`src/rtl/mcs4_timing_gen.sv`:
```
// mcs4_timing_gen: two-phase clock, step-pulse and instruction-subcycle
// generator for the MCS-4 sequential cells.
//
// Optional feature: define TIMING_HOLD_EN to add a 'hold' input that freezes
// the generator at the end of the current subcycle (cnt == PERIOD-1).
// Without the macro the generator is free-running.
//
// All outputs are registered from the next-state values of cnt/subcycle, so
// they move on the same sysclk edge as the phase counter and have no
// combinational path from any input.

module mcs4_timing_gen #(
    parameter int PERIOD     = 8,
    parameter int PHI1_WIDTH = 2,
    parameter int PHI2_START = 4,
    parameter int PHI2_WIDTH = 2
) (
    input  logic       sysclk,
    input  logic       poc,
`ifdef TIMING_HOLD_EN
    input  logic       hold,
`endif
    output logic       clk1,
    output logic       clk2,
    output logic       phi1_step,
    output logic       phi2_step,
    output logic [2:0] subcycle,
    output logic       sync
);

    localparam int CW = (PERIOD > 1) ? $clog2(PERIOD) : 1;

    localparam logic [CW-1:0] CNT_MAX   = CW'(PERIOD - 1);
    localparam logic [CW-1:0] PHI1_END  = CW'(PHI1_WIDTH);
    localparam logic [CW-1:0] PHI1_LAST = CW'(PHI1_WIDTH - 1);
    localparam logic [CW-1:0] PHI2_LO   = CW'(PHI2_START);
    localparam logic [CW-1:0] PHI2_HI   = CW'(PHI2_START + PHI2_WIDTH);
    localparam logic [CW-1:0] PHI2_LAST = CW'(PHI2_START + PHI2_WIDTH - 1);

    // Reject parameter sets that would break the non-overlap guarantee.
    if (PERIOD < 6) begin : g_bad_period
        $error("mcs4_timing_gen: PERIOD (%0d) must be at least 6", PERIOD);
    end
    if (PHI1_WIDTH < 1) begin : g_bad_phi1
        $error("mcs4_timing_gen: PHI1_WIDTH (%0d) must be at least 1", PHI1_WIDTH);
    end
    if (PHI1_WIDTH >= PHI2_START) begin : g_bad_phi2_start
        $error("mcs4_timing_gen: PHI1_WIDTH (%0d) must be below PHI2_START (%0d)",
               PHI1_WIDTH, PHI2_START);
    end
    if (PHI2_START + PHI2_WIDTH >= PERIOD) begin : g_bad_phi2_end
        $error("mcs4_timing_gen: PHI2_START+PHI2_WIDTH (%0d) must be below PERIOD (%0d)",
               PHI2_START + PHI2_WIDTH, PERIOD);
    end

    logic [CW-1:0] cnt;
    logic [CW-1:0] cnt_nxt;
    logic [2:0]    sub_nxt;
    logic          wrap;
    logic          freeze;

    // Next phase count and subcycle; a freeze parks both at the subcycle end.
    always_comb begin
        wrap    = (cnt == CNT_MAX);
`ifdef TIMING_HOLD_EN
        freeze  = hold && wrap;
`else
        freeze  = 1'b0;
`endif
        cnt_nxt = cnt;
        sub_nxt = subcycle;
        if (!freeze) begin
            if (wrap) begin
                cnt_nxt = '0;
                sub_nxt = subcycle + 3'd1;
            end else begin
                cnt_nxt = cnt + CW'(1);
            end
        end
    end

    // State and registered output decode. Reset parks the counter at the
    // last count of X3 so the first edge after release lands on A1, cnt 0.
    // While frozen the decode of CNT_MAX already yields all phases low;
    // sync is explicitly held so a freeze never creates a sync edge.
    always_ff @(posedge sysclk or posedge poc) begin
        if (poc) begin
            cnt       <= CNT_MAX;
            subcycle  <= 3'd7;
            clk1      <= 1'b0;
            clk2      <= 1'b0;
            phi1_step <= 1'b0;
            phi2_step <= 1'b0;
            sync      <= 1'b0;
        end else begin
            cnt       <= cnt_nxt;
            subcycle  <= sub_nxt;
            clk1      <= (cnt_nxt < PHI1_END);
            clk2      <= (cnt_nxt >= PHI2_LO) && (cnt_nxt < PHI2_HI);
            phi1_step <= (cnt_nxt == PHI1_LAST);
            phi2_step <= (cnt_nxt == PHI2_LAST);
            sync      <= freeze ? sync : (sub_nxt == 3'd7);
        end
    end

endmodule
```
`config.mk`:
```
export PLATFORM = sky130hd
export DESIGN_NAME = mcs4_timing_gen
export DESIGN_NICKNAME = d
export VERILOG_FILES = /design/src/rtl/mcs4_timing_gen.sv
export SDC_FILE = /design/constraint.sdc
export NUM_CORES = 1
export LEC_CHECK = 0
export BUFFER_PORTS_ARGS = -buffer_cell sky130_fd_sc_hd__buf_2
export CORE_AREA = 2 2 39 41
export CTS_BUF_LIST = sky130_fd_sc_hd__clkbuf_2 sky130_fd_sc_hd__clkbuf_4 sky130_fd_sc_hd__clkbuf_8
export CTS_CLUSTER_SIZE = 8
export DETAILED_ROUTE_END_ITERATION = 8
export DIE_AREA = 0 0 41 43
export GPL_TIMING_DRIVEN = 0
export PLACE_DENSITY_LB_ADDON = 0.08
export SETUP_SLACK_MARGIN = 0.15
export SYNTH_ARGS = -nofsm -noshare
export SYNTH_HDL_FRONTEND = slang
export SYNTH_SLANG_ARGS = --single-unit
```
`constraint.sdc`:
```
create_clock -name sysclk -period 3.6 [get_ports sysclk]
set_input_delay 0.18 -clock sysclk [delete_from_list [all_inputs] [get_ports sysclk]]
set_output_delay 0.18 -clock sysclk [all_outputs]
set_load 0.005 [all_outputs]
```
==> results.txt, run 1 <==
Reg clk slew, reported paths - 0.06 ns
Max Slew Vio Count - 0
grt total ovfl - 0
Die X - 41 um
most frequent cell after synthesis - dfstp_2
Die ar. - 0.00176 mm^2
Leakage - 0.265 nW
final hold vios - 0
fraction of layout cells with a size suffix above 1 - 0.556
async set-or-reset flop fraction in the synthesized netlist - 1.00
Area contributors post-synth - dfstp_2 35%, dfrtp_1 28%, ha_1 8.3%
Max-slew headroom - 0.739
Crit path arrival time - 1.54 ns
Clock Tree Buf Depth - 2
Tmin final - 1.37 ns
postcts setup bufs - 0
critical path endpoint category - flip-flop
n_diodes - 0
HPWL Detailed - 487 um
Main synth FF type - dfstp_2
die height - 43 um
register-to-register setup slack - 2.23 ns
crit-path most repeated cell - ha_1
type of the worst setup path - flip-flop to flip-flop
H-tree levels - 1
internal power - 175 uW
Avg Inst Size Synth - 14.6 um^2
Post-Syn Area - 452 um^2
global-route wire length before repair - 1060 um
fill cell count - 135
outcome - completed
Slew @ Worst Pin - 0.390 ns
post-synthesis sequential area ratio - 0.626
P per Cell Area - 385 mW/mm^2
type of the tightest min-delay check - input port to async pin
Vias - 264
register bit total from synthesis - 11
Clock Latency Late Sink - 0.26 ns
clock skew - 0.00207 ns
DR DRC count - 0
Final setup viols - 0
Synthesis Warnings - 0
Flop pwr share - 0.578
Std-Cell Rows - 14
number of synthesized flops with an enable pin - 0
CTS tree - yes
post-synth cell types - 17
clock sink count - 11
largest net degree at the start of global routing - 12
non-filler cells, final - 61
gr usage total - 0.0969
Sum Neg Setup Slack - 0 ns
crit-path cells - ha_1 > ha_1 > buf_6 > nand2_2 > o31ai_2
worst stage delay on the critical path - 0.57 ns
top-level I/O count - 10
Max rail drop VDD - 0.129 mV
RSZ-0062 raised after global routing - no
CP max FO - 9
PostCTS Resize Cnt - 0
Starting Density - 0.326
total CTS buffers - 3
total placed cells including tap cells - 56
Routed Antenna Nets - 0
vias per std cell - 4.33
area taken by multi-input logic gates - 150 um^2
Area Overhead vs Synth - 23.3%
Switch Pwr - 38.8 uW
period utilisation layout - 0.380
sequential cell area - 283 um^2
combinational share of power - 0.016
Max-Cap Viols - 0
Startpoint Class - flip-flop
Required @ worst endpoint - 3.78 ns
Core Area - 0.00138 mm^2
clock share of power - 0.405
fmax - 732 MHz
Placer Congestion - 0.622
drt wl/cell - 10.5 um
drt total wl - 643 um
port bufs - 9
drt pass-1 iters - 1
switching share of total power - 0.181
synth cell count leaders - 6 x dfstp_2, 5 x dfrtp_1, 3 x ha_1
nets@finish - 51
vias in the first global route - 253
critical path's slowest cell - dfstp_2
syn_nets - 36
Synth top area share - 0.349
Gate Count Post-Synth - 31
root buffer cell - clkbuf_4
top cell type by total area after synthesis - dfstp_2
initial antenna violation count - 0
1st-iter DRT viols - 0
-- final timing paths --
check | from | endpoint | depth (start not counted)
worst max-delay path | cnt[0] | sync | 5
worst min-delay path | poc | clk1 | 3
worst max register to register | cnt[0] | sync | 5
worst min register to register | subcycle[1] | subcycle[1] | 2
max in group asynchronous | poc | cnt[2] | 3
min in group sysclk | subcycle[1] | subcycle[1] | 2
-- area by class of cell --
cell class,count,share of cell area
Clock buffer,4,0.0539
Multi-Input combinational cell,17,0.270
Buffer,1,0.0202
Inverter,2,0.0135
Sequential cell,11,0.508
Tap cell,16,0.0360
Timing Repair Buffer,10,0.0989
-- power groups by stage --
stage          combinational, mW  sequential [mW]  clock (mW)
2_1_floorplan            0.00184            0.126           0
3_3_place_gp             0.00283            0.126           0
3_5_place_dp             0.00295            0.126           0
4_1_cts                  0.00376            0.124      0.0930
5_1_grt                  0.00418            0.124       0.100
6_report                 0.00353            0.124      0.0868
-- kinds of logic (layout without fill, tap and decap cells) --
family / after synthesis / after routing / share of synthesized area
flops: 11 / 11 / 0.626
simple gates: 9 / 9 / 0.152
fa+ha+maj: 3 / 3 / 0.0831
xor+xnor: 3 / 3 / 0.0582
buf+inv: 3 / 17 / 0.0416
compound gates: 2 / 2 / 0.0388
-- metal layers --
layer / wire length [um] / share of wire / global-route usage
met4: 0 / 0 / 0.100
met3: 42 / 0.065 / 0.0314
met2: 310 / 0.48 / 0.128
met1: 290 / 0.45 / 0.112
met5: 0 / 0 / 0
-- critical path, delay by kind of cell, from the launching register on --
kind	cells	cell delay (ns)
AO/OA/AOI/OAI	1	0.19
AND/OR/NAND/NOR	1	0.07
buffers and inverters	1	0.14
flip-flops	1	0.57
adder cells (fa/ha/maj)	2	0.31
-- flip-flops by register name, summed over array words and instances (netlist names) --
signal     count
cnt            3
subcycle       3
clk1           1
clk2           1
phi1_step      1
phi2_step      1
sync           1
-- metrics by stage --
stage | hold WS, ns | util | power, mW | cell area [um^2] | setup slack [ns]
finish | 0.437 | 0.402 | 0.214 | 557 | 2.23
CTS | 0.440 | 0.402 | 0.221 | 557 | 2.22
floorplan | 0.0281 | - | 0.128 | 452 | 2.30
global route | 0.467 | 0.402 | 0.228 | 557 | 2.12
detailed placement | 0.183 | 0.373 | 0.129 | 517 | 2.23
global placement | 0.173 | 0.373 | 0.129 | 517 | 2.24
-- placed cells by master, fill, tap and decap left out, drive strengths merged --
master,instances
inv,2
nand2,2
dfstp,6
clkbuf,4
nand4b,1
nor2,2
dfrtp,5
nor2b,2
nor4,1
xor2,1
ha,3
dlygate4sd3,1
nor4b,1
buf,10
o31ai,1
o21ai,1
xnor2,2
-- repair_timing --
item	in CTS	in global routing
endpoints found under the hold margin	5	0
hold buffers	1	0
endpoints found under the setup margin	0	0
(Power assumes the default switching activity.)
==> run 2: changes to the inputs <==
clock period = 1.11 ns   (was 3.6 ns; I/O delays follow)
==> run 2 against run 1 <==
Net effect:
- critical endpoint is now phi2_step
- critical path type unchanged
- first-iteration DRC count rose by 1
- maximum frequency rose by 9.8%
- combinational power increased to 3.3 times the previous value
- critical path depth unchanged
- sequential cell count stayed put
- worst setup slack got worse by 2.4 ns
- cell count grew 9.8%
- global-route usage rose by 2.6 points
- sequential power rose to 3.2 times the previous value
- the run now ends with setup timing left
- non-clock buffer count grew 6
- power rose to 3.3 times the previous value
==> results.txt, run 2 (synthesized netlist as in run 1, its figures left out) <==
top-level I/O count - 10 (unchanged)
Worst Setup SP - cnt[0]
non-filler cells, final - 67 (+9.8%)
root buffer cell - clkbuf_4
most frequent cells in the layout - 9 x buf_2, 6 x dfstp_2, 5 x dfrtp_1, 5 x buf_4, 4 x clkbuf_4
vias per std cell - 4.33 (about the same)
violations in the final reports - setup timing
Flop pwr share - 0.576 (-0.002)
type of the tightest min-delay check - input port to async pin
Leakage - 0.299 nW (+13%)
Max-slew headroom - 0.734 (-0.00590)
RSZ-0062 raised after global routing - yes
Tmin final - 1.24 ns (-0.122 ns)
port bufs - 9 (unchanged)
final setup margin - -0.134 ns (-2.37 ns)
Vias - 290 (+9.8%)
P per Cell Area - 1060 mW/mm^2 (+180%)
drt pass-1 iters - 2 (+1)
Switch Pwr - 129 uW (+230%)
Area Overhead vs Synth - 46.0%
Slew @ Worst Pin - 0.399 ns (+0.00885 ns)
vias in the first global route - 308 (+22%)
Std-Cell Rows - 14 (unchanged)
Placer Congestion - 0.634 (+1.9%)
Hold Slack - 0.325 ns (-0.112 ns)
CP max FO - 4 (-5)
nets@finish - 57 (+12%)
Final setup viols - 9 (+9)
global-route wire length before repair - 1340 um (+26%)
total placed cells including tap cells - 56 (unchanged)
initial antenna violation count - 0 (unchanged)
1st-iter DRT viols - 1 (+1)
n_diodes - 0 (unchanged)
gr usage total - 0.123 (+0.0264)
drt total wl - 800 um (+24%)
Startpoint Class - flip-flop
outcome - finished, violations left
switching share of total power - 0.185 (+0.00366)
most common cell after layout, fill and taps aside - buf_2
largest net degree at the start of global routing - 12 (unchanged)
Reg clk slew, reported paths - 0.07 ns (about the same)
CTS tree - yes
RR Startpoint - cnt[0]
DR DRC count - 0 (unchanged)
critical path endpoint category - flip-flop
Max rail drop VDD - 0.456 mV (+250%)
combinational share of power - 0.017 (about the same)
drt wl/cell - 11.9 um (+13%)
Clock Latency Late Sink - 0.26 ns (about the same)
largest registers - cnt: 3 flops, subcycle: 3 flops
period utilisation layout - 1.12 (+0.741)
internal power - 569 uW (+220%)
Required @ worst endpoint - 1.29 ns (-2.49 ns)
clock skew - 0.00456 ns (+0.00249 ns)
Starting Density - 0.326 (unchanged)
grt total ovfl - 0 (unchanged)
Crit path arrival time - 1.42 ns (-0.12 ns)
type of the worst setup path - flip-flop to flip-flop
die height - 43 um (unchanged)
fmax - 804 MHz (+9.8%)
Die ar. - 0.00176 mm^2 (unchanged)
Routed Antenna Nets - 0 (unchanged)
clock share of power - 0.407 (+0.002)
fraction of layout cells with a size suffix above 1 - 0.647 (+0.0915)
Max-Cap Viols - 0 (unchanged)
clock sink count - 11 (unchanged)
Die X - 41 um (unchanged)
Clock Tree Buf Depth - 2 (unchanged)
total CTS buffers - 3 (unchanged)
Core Area - 0.00138 mm^2 (unchanged)
Max Slew Vio Count - 0 (unchanged)
H-tree levels - 1 (unchanged)
final hold vios - 0 (unchanged)
==> run 2: repair_timing <==
item,CTS,global route
endpoints found under the setup margin,14,14
hold buffers,1,0
pin swaps,2,0
resized for setup,1,3
setup buffers,2,3
hold endpoints to repair,5,0
gates cloned,1,0
==> run 2: cell type report <==
class | instances | area (um^2)
clock buffers | 4 | 30.0
inverters | 2 | 7.51
repair buffers | 16 | 120
well taps | 16 | 20.0
flip-flops and latches | 11 | 283
plain buffers | 1 | 15.0
fillers | 136 | 724
multi-input cells | 17 | 184
==> run 2: metal layers <==
metal	GRT usage	part of all wire	wire length [um]
met5	0	0	0
met3	0.0471	0.063	50
met4	0.100	0.0050	4
met2	0.178	0.53	426
met1	0.135	0.40	320
==> run 2: through the flow <==
step / cell area [um^2] / power, mW / setup WS [ns] / TNS (ns) / utilization
2_1_floorplan: 477 / 0.415 / -0.124 / -0.343 / -
3_3_place_gp: 542 / 0.418 / -0.174 / -0.742 / 0.392
3_5_place_dp: 542 / 0.418 / -0.194 / -0.863 / 0.392
4_1_cts: 633 / 0.712 / -0.136 / -0.763 / 0.458
5_1_grt: 659 / 0.754 / -0.192 / -1.18 / 0.476
6_report: 659 / 0.698 / -0.134 / -0.658 / 0.476
==> run 2: worst paths after layout <==
path | end | slack (ns) | depth (start not counted)
max | phi2_step | -0.13 | 5
min | sync | 0.32 | 3
max reg2reg | phi2_step | -0.13 | 5
min reg2reg | subcycle[1] | 0.50 | 2
max in group asynchronous | cnt[1] | 0.46 | 3
min in group sysclk | subcycle[1] | 0.50 | 2
==> run 2: critical path, stage by stage (launching register included) <==
cell and delay, ns:
dfstp_2 0.39, ha_4 0.16, ha_4 0.16, buf_4 0.14, buf_16 0.13, nor4b_4 0.19
==> run 2: power by group through the flow <==
stage / clock network, mW / logic [mW] / registers [mW]
2_1_floorplan: 0 / 0.00596 / 0.409
3_3_place_gp: 0 / 0.00926 / 0.409
3_5_place_dp: 0 / 0.00935 / 0.409
4_1_cts: 0.298 / 0.0121 / 0.402
5_1_grt: 0.338 / 0.0142 / 0.402
6_report: 0.284 / 0.0117 / 0.402
